**src/rtl/prio_sel_arb.sv**
```systemverilog
// prio_sel_arb: registered N-channel priority selector.
//
// Each cycle one requesting channel is chosen, by fixed priority (channel 0
// highest) or by round-robin, and its data word is captured into a single
// output register that is drained through a valid/ready handshake. A
// combinational one-hot grant tells the sources which word was taken.
//
// Ports:
//   clk        in   1              rising-edge clock
//   rst_n      in   1              synchronous active-low reset
//   mode       in   1              0 = fixed priority, 1 = round-robin
//   req        in   N_CH           per-channel request
//   din        in   N_CH*WIDTH     channel i data at din[i*WIDTH +: WIDTH]
//   gnt        out  N_CH           one-hot grant, data captured on this edge
//   out_valid  out  1              dout/gnt_idx hold a word
//   out_ready  in   1              consumer accepts the word this cycle
//   dout       out  WIDTH          registered selected data
//   gnt_idx    out  IDXW           registered index of the selected channel
module prio_sel_arb #(
    parameter int unsigned WIDTH = 4,
    parameter int unsigned N_CH  = 6,
    parameter int unsigned IDXW  = $clog2(N_CH)
) (
    input  logic                    clk,
    input  logic                    rst_n,
    input  logic                    mode,
    input  logic [N_CH-1:0]         req,
    input  logic [N_CH*WIDTH-1:0]   din,
    output logic [N_CH-1:0]         gnt,
    output logic                    out_valid,
    input  logic                    out_ready,
    output logic [WIDTH-1:0]        dout,
    output logic [IDXW-1:0]         gnt_idx
);

    // Output register and round-robin pointer.
    logic             r_valid;
    logic [WIDTH-1:0] r_dout;
    logic [IDXW-1:0]  r_idx;
    logic [IDXW-1:0]  r_ptr;

    // Arbitration results.
    logic             w_load;
    logic             w_fp_found;
    logic [IDXW-1:0]  w_fp_win;
    logic             w_rr_found;
    logic [IDXW-1:0]  w_rr_win;
    logic             w_found;
    logic [IDXW-1:0]  w_win;
    logic [N_CH-1:0]  w_onehot;
    logic [WIDTH-1:0] w_data;
    logic [IDXW-1:0]  w_ptr_next;

    // Register may take a new word when empty or being drained this cycle.
    assign w_load = !r_valid || out_ready;

    // Fixed priority: lowest requesting index.
    always_comb begin
        w_fp_found = 1'b0;
        w_fp_win   = '0;
        for (int unsigned i = 0; i < N_CH; i++) begin
            if (req[i] && !w_fp_found) begin
                w_fp_found = 1'b1;
                w_fp_win   = IDXW'(i);
            end
        end
    end

    // Round-robin: first requester found walking from r_ptr upward with
    // wrap. r_ptr is always < N_CH, so a single subtraction wraps the sum.
    always_comb begin
        int unsigned j;
        w_rr_found = 1'b0;
        w_rr_win   = '0;
        j          = 0;
        for (int unsigned i = 0; i < N_CH; i++) begin
            j = int'(r_ptr) + i;
            if (j >= N_CH) begin
                j = j - N_CH;
            end
            if (req[j] && !w_rr_found) begin
                w_rr_found = 1'b1;
                w_rr_win   = IDXW'(j);
            end
        end
    end

    always_comb begin
        w_found  = mode ? w_rr_found : w_fp_found;
        w_win    = mode ? w_rr_win   : w_fp_win;
        w_onehot = '0;
        w_onehot[w_win] = 1'b1;
    end

    assign w_data     = din[int'(w_win)*WIDTH +: WIDTH];
    assign w_ptr_next = (w_win == IDXW'(N_CH - 1)) ? '0 : w_win + 1'b1;

    // Grant is suppressed during reset, under stall, and with no requests.
    assign gnt = (rst_n && w_load && w_found) ? w_onehot : '0;

    always_ff @(posedge clk) begin
        if (!rst_n) begin
            r_valid <= 1'b0;
            r_dout  <= '0;
            r_idx   <= '0;
            r_ptr   <= '0;
        end else if (w_load) begin
            if (w_found) begin
                r_valid <= 1'b1;
                r_dout  <= w_data;
                r_idx   <= w_win;
                if (mode) begin
                    r_ptr <= w_ptr_next;
                end
            end else begin
                // dout/gnt_idx keep their last value when emptied.
                r_valid <= 1'b0;
            end
        end
    end

    assign out_valid = r_valid;
    assign dout      = r_dout;
    assign gnt_idx   = r_idx;

endmodule

```
**config.mk**
```make
export PLATFORM = sky130hd
export DESIGN_NAME = prio_sel_arb
export DESIGN_NICKNAME = d
export VERILOG_FILES = /design/src/rtl/prio_sel_arb.sv
export SDC_FILE = /design/constraint.sdc
export NUM_CORES = 1
export LEC_CHECK = 0
export ABC_CLOCK_PERIOD_IN_PS = 12500
export CAP_MARGIN = 20
export CORE_UTILIZATION = 54
export CTS_CLUSTER_DIAMETER = 30
export CTS_CLUSTER_SIZE = 20
export DETAILED_ROUTE_END_ITERATION = 8
export PLACE_DENSITY = 0.95
export SYNTH_ARGS = -nofsm -noshare
export SYNTH_HDL_FRONTEND = slang
export SYNTH_SLANG_ARGS = --single-unit
```
**constraint.sdc**
```tcl
create_clock -name clk -period 12.5 [get_ports clk]
set_clock_uncertainty 0.2 [all_clocks]
set_input_delay 1.875 -clock clk [delete_from_list [all_inputs] [get_ports clk]]
set_output_delay 1.875 -clock clk [all_outputs]
set_load 0.01 [all_outputs]
```
Yosys cells after proc, flatten, opt, wreduce, memory -nomap -nowiden

Index checks and enable logic that the tools add are counted.

Output and inout bits: 14
Input port bits: 34
Bits in registers: 11
Word-level logic and storage cells: 107

Shifts and indexed selects: 1
Add/subtract/negate cells: 12
Reductions and logical operators: 27
Eq/ne operators: 1
Magnitude comparators: 14
Multiplexer cells: 48

Operators by type and width:

| kind                | count |
|---|---|
| $lt 32x4->1 const B | 6 |
| $mux 32             | 6 |
| $mux 3              | 11 |
| $sub 4x3->5 const B | 5 |
| $shiftx 24x6->4     | 1 |
| $mux 1              | 22 |
| $ge 4x3->1 const B  | 5 |
| $bmux 1 s3          | 6 |
| $logic_and 1x1->1   | 13 |
| $logic_not 1->1     | 11 |
| $add 3x2->4 const B | 2 |
| $add 3x3->4 const B | 2 |
| $mux 6              | 1 |
| $add 3x1->4 const B | 1 |
| $lt 3x4->1 const B  | 1 |
| $sub 3x3->4 const B | 1 |
| $add 3x1->3 const B | 1 |
| $demux 1 s3         | 1 |
| $eq 3x3->1 const B  | 1 |
| $ge 3x1->1 const B  | 1 |
| $ge 3x3->1 const B  | 1 |
| $reduce_and 3->1    | 1 |
| $mux 2              | 1 |
| $reduce_and 2->1    | 1 |
| $logic_or 1x1->1    | 1 |

Depth between registers and ports, before layout

Word-level depth: 26
Gate-level depth with buffers: 17
Gate-level depth less buffers: 15

Worst setup path after synthesis

OpenSTA, ideal clock, no wires.

Path kind: in2out
Start: input port req[3]
End: output port gnt[0]
Path buffers: 1
Path slack: 6.110 ns
Cell stages on the path: 9
Arrival time: 4.315 ns
Data required time: 10.425 ns
Path through: mux2i_1 -> mux2i_1 -> mux4_2 -> or4_4 -> o31ai_2 -> a31oi_1 -> or2_1 -> buf_6 -> nor3_2

Longest elaborated chain between the ends: 24
Elaborated cells between the ends (all ways): 54

RTL lines:

| what                                                           | RTL line | text |
|---|---|---|
| start: declaration                                             | 27       | `input logic [N_CH-1:0] req,` |
| $bmux 1 s3                                                     | 81       | `if (req[j] && !w_rr_found) begin` |
| $mux 1 (not written as such)                                   | 81       |  |
| $mux 1                                                         | 81       |  |
| $logic_not 1->1                                                | 81       |  |
| $logic_and 1x1->1                                              | 81       |  |
| $mux 1                                                         | 81       |  |
| $logic_not 1->1                                                | 81       |  |
| $logic_and 1x1->1                                              | 81       |  |
| [8 not listed]                                                 | --       |  |
| $logic_and 1x1->1                                              | 81       |  |
| $mux 3                                                         | 81       |  |
| $mux 3                                                         | 90       | `w_win = mode ? w_rr_win : w_fp_win;` |
| $lt 3x4->1 (not written as such) or $ge 3x1->1 (tied branches) | 92       | `w_onehot[w_win] = 1'b1;` |
| $logic_and 1x1->1 (not written as such)                        | 92       |  |
| $mux 1 (not written as such)                                   | 92       |  |
| $demux 1 s3                                                    | 92       |  |
| $mux 6 (*)                                                     | 99       | `assign gnt = (rst_n && w_load && w_found) ? w_onehot : '0;` |
| end: declaration                                               | 29       | `output logic [N_CH-1:0] gnt,` |

Mark *: on every way between the ends. The rest lies on a longest branch, timed or not. The select of a mux whose other input is x is not followed.

Worst setup path after layout

Start: register r_ptr[0]
End: output port gnt[2]

Longest elaborated chain between the ends: 26
Elaborated cells between the ends (all ways): 66

RTL lines:

| what                                                                 | RTL line | text |
|---|---|---|
| start: declaration                                                   | 40       | `logic [IDXW-1:0] r_ptr;` |
| start signal: assignment                                             | 113      | `r_ptr <= w_ptr_next;` |
| parallel branches: the longest is 25 deep, another holds $sub 4x3->5 | --       |  |
| $mux 6 (*)                                                           | 99       |  |

Mark *: on every way between the ends. The select of a mux whose other input is x is not followed.

==> flow_metrics.env <==
export IMPL_dp_cells=307
export IMPL_slew_violations=0
export IMPL_dieArea_um2=3634
export IMPL_synth_async_reset_ratio_pct=0
export IMPL_ys_seq_area_share_pct=12.01
export IMPL_antenna_found_initial=0
export IMPL_grt_max_degree=19
export IMPL_antenna_left=0
export IMPL_post_route_period_util_pct=62.95
export IMPL_cp_required_ns=10.43
export IMPL_layout_commonest_cell="clkdlybuf4s50_1"
export IMPL_cts_path_max_buffers=2
export IMPL_die_x_um=60.28
export IMPL_cts_resized=0
export IMPL_synthCells=224
export IMPL_synth_xor_area_share_pct=3.752
export IMPL_htreeDepth=1
export IMPL_fp_row_count=20
export IMPL_numPortBuffers=47
export IMPL_yosys_warnings=0
export IMPL_register_area_um2=220.2
export IMPL_place_ws_ns=4.756
export IMPL_power_density_nw_per_um2=164.6
export IMPL_grt_overflow=0
export IMPL_fmax_mhz=127.1
export IMPL_wirelength_mm=4.943
export IMPL_hold_class="flop to flop"
export IMPL_avgSynthCellArea_um2=8.189
export IMPL_cts_sinks=11
export IMPL_syn_area_um2=1834
export IMPL_synthFlopType="dfxtp_1"
export IMPL_ir_worst_vdd_mv=0.09027
export IMPL_cts_tree="yes"
export IMPL_track_usage_pct=29.65
export IMPL_final_cell_mix="47 x clkdlybuf4s50_1, 16 x mux2_2, 15 x nand2_1"
export IMPL_clock_latency_ns=0.28
export IMPL_dp_hpwl_mm=3.766
export IMPL_grt_pass1_vias=1879
export IMPL_antenna_cells=0
export IMPL_netlist_cell_type_count=56
export IMPL_worst_setup_path_type="flop to primary output"
export IMPL_area_delta_synth_final_pct=26.54
export IMPL_fin_ws_ns=4.631
export IMPL_cap_violations=0
export IMPL_final_hold_violation_count=0
export IMPL_final_nets=315
export IMPL_syn_nets=271
export IMPL_synth_edff_count=0
export IMPL_cts_setup_buffers=0
export IMPL_setup_viol=0
export IMPL_worstSetupEndpointType="primary output"
export IMPL_start_util_pct=58.64
export IMPL_synth_simple_gate_area_share_pct=23.40
export IMPL_slowest_delay_ns=0.82
export IMPL_synth_compound_area_share_pct=26.13
export IMPL_multi_input_area_um2=1500
export IMPL_yosys_register_bits=11
export IMPL_min_period_ns=7.869
export IMPL_whs_ns=0.3035
export IMPL_gp_congestion=0.9629
export IMPL_grt_first_pass_wirelength_mm=8.093
export IMPL_clk_pin_slew_ns=0.06
export IMPL_arrival_ns=5.79
export IMPL_startpoint_type="flop"
export IMPL_drt_drc_violations_left=0
export IMPL_avgRoutedWirePerCell_um=15.89
export IMPL_via_count=1916
export IMPL_slew_headroom_pct=48.71
export IMPL_rsz0062_at_grt="false"
export IMPL_synthAdderAreaFrac_pct=8.868
export IMPL_synthMuxAreaShare_pct=19.65
export IMPL_timing_critical_path_mode_cell="ha_1"
export IMPL_via_per_inst=6.161
export IMPL_numCtsBuffers=3
export IMPL_cts_root_buf="clkbuf_4"
export IMPL_final_cell_count_no_fill=311
export IMPL_crit_slowest_cell="dfxtp_1"
export IMPL_path_max_fanout=17
export IMPL_setup_tns_final_ns=0
export IMPL_drt_iter0_markers=98
export IMPL_drive_gt1_share_pct=15.73
export IMPL_pin_count=48
export IMPL_status="finished clean"
export IMPL_crit_chain="inv_1 > ha_1 > clkinv_1 > ha_1 > a211oi_1 > o21ai_1 > a21oi_1 > nor3_2 > or4_4 > nor2_1 > a31o_2 > or2_1 > nor2b_1 > clkdlybuf4s50_1"
export IMPL_first_pass_iters=4
export IMPL_die_y_um=60.28
export IMPL_core_area_um2=3128
export IMPL_worstMarginPinSlew_ns=0.7683
export IMPL_fillers=257
export IMPL_synth_top_family_by_area="compound AO/OA/AOI/OAI gates"
export IMPL_power_leakage_nw=0.9149
export IMPL_hold_buffers=0
[cells by family (layout without fill, tap and decap cells)]
group | after synthesis | after routing
AND/OR/NAND/NOR | 77 | 77
AO/OA/AOI/OAI | 64 | 64
multiplexers | 32 | 32
buffers and inverters | 20 | 63
adder cells (fa/ha/maj) | 13 | 13
flip-flops | 11 | 11
XOR/XNOR | 7 | 7
[path summary, 6_finish.rpt]
path              startpoint          to  slack [ns]  depth (start not counted)
hold reg to reg   gnt_idx[0]  gnt_idx[0]        0.30                          1
hold / removal    gnt_idx[0]  gnt_idx[0]        0.30                          1
setup / recovery    r_ptr[0]      gnt[2]        4.63                         14
setup reg to reg    r_ptr[0]  gnt_idx[1]        7.19                         14
[final cells by class]
class | count | share of cell area [%]
repair buffers | 48 | 20.59
well taps | 44 | 2.372
multi-input cells | 193 | 64.64
clock buffers | 4 | 1.132
flip-flops and latches | 11 | 9.488
inverters | 11 | 1.779
[routing by layer]
| metal | up-vias | share of wire, % | GRT usage, % |
|---|---|---|---|
| li1 | 927 | - | - |
| met1 | 894 | 42 | 34.81 |
| met2 | 80 | 48 | 50.55 |
| met3 | 15 | 7.4 | 7.576 |
| met4 | 0 | 2.3 | 12.29 |
| met5 | - | 0 | 0 |
[metrics by stage]
stage	power, mW	cell area (um^2)	util (%)
2_1_floorplan	0.2832	1834	-
3_3_place_gp	0.3461	2295	73.36
3_5_place_dp	0.3515	2295	73.36
4_1_cts	0.3796	2321	74.20
5_1_grt	0.4142	2321	74.20
6_report	0.3821	2321	74.20
[report_power, final]
group	internal [mW]	switching, mW	leakage [nW]	total (mW)
Sequential	0.0441	0.0107	0.0911	0.0547
Clock	0.0124	0.0123	0.0150	0.0247
Combinational	0.138	0.165	0.809	0.303
Total	0.195	0.188	0.915	0.382
[state kept, by name, indices dropped and copies added (netlist names)]
| signal | cells |
|---|---|
| dout | 4 |
| out_valid | 1 |
| r_ptr | 3 |
| gnt_idx | 3 |
[worst max-delay path, delay by kind of cell, from the launching register on]
family | cells | cell delay (ns)
AO/OA/AOI/OAI | 4 | 1.41
adder cells (fa/ha/maj) | 2 | 0.76
buffers and inverters | 3 | 1.02
flip-flops | 1 | 0.82
AND/OR/NAND/NOR | 5 | 1.49
[synthesized netlist by cell type (2+ instances only)]
master,n,area share [%]
inv_1,10,2.0
nand2b_1,4,1.4
a211oi_1,6,2.5
mux2i_1,13,7.1
mux2i_2,2,1.5
nor4_1,3,1.0
a31o_2,2,0.96
buf_6,5,3.1
clkbuf_1,3,0.61
or3_1,2,0.68
nor2b_1,7,2.4
a2111oi_0,3,1.4
nand3_1,5,1.4
and2_1,6,2.0
a21o_1,4,1.6
a21oi_1,7,1.9
dfxtp_1,11,12
o31ai_2,2,1.4
nand2_1,15,3.1
and3_1,3,1.0
a211o_1,2,0.96
ha_1,13,8.9
nor2_2,2,0.68
a22oi_1,5,2.0
o211ai_1,2,0.82
xnor2_1,4,1.9
xor2_1,2,0.96
nor2_1,13,2.7
nor3_1,8,2.2
o21ai_0,10,2.7
nor3_2,3,1.6
a31oi_1,6,2.0
mux2_2,16,9.8
o2bb2ai_1,3,1.4
No activity file was read; power rests on OpenSTA's default activity.
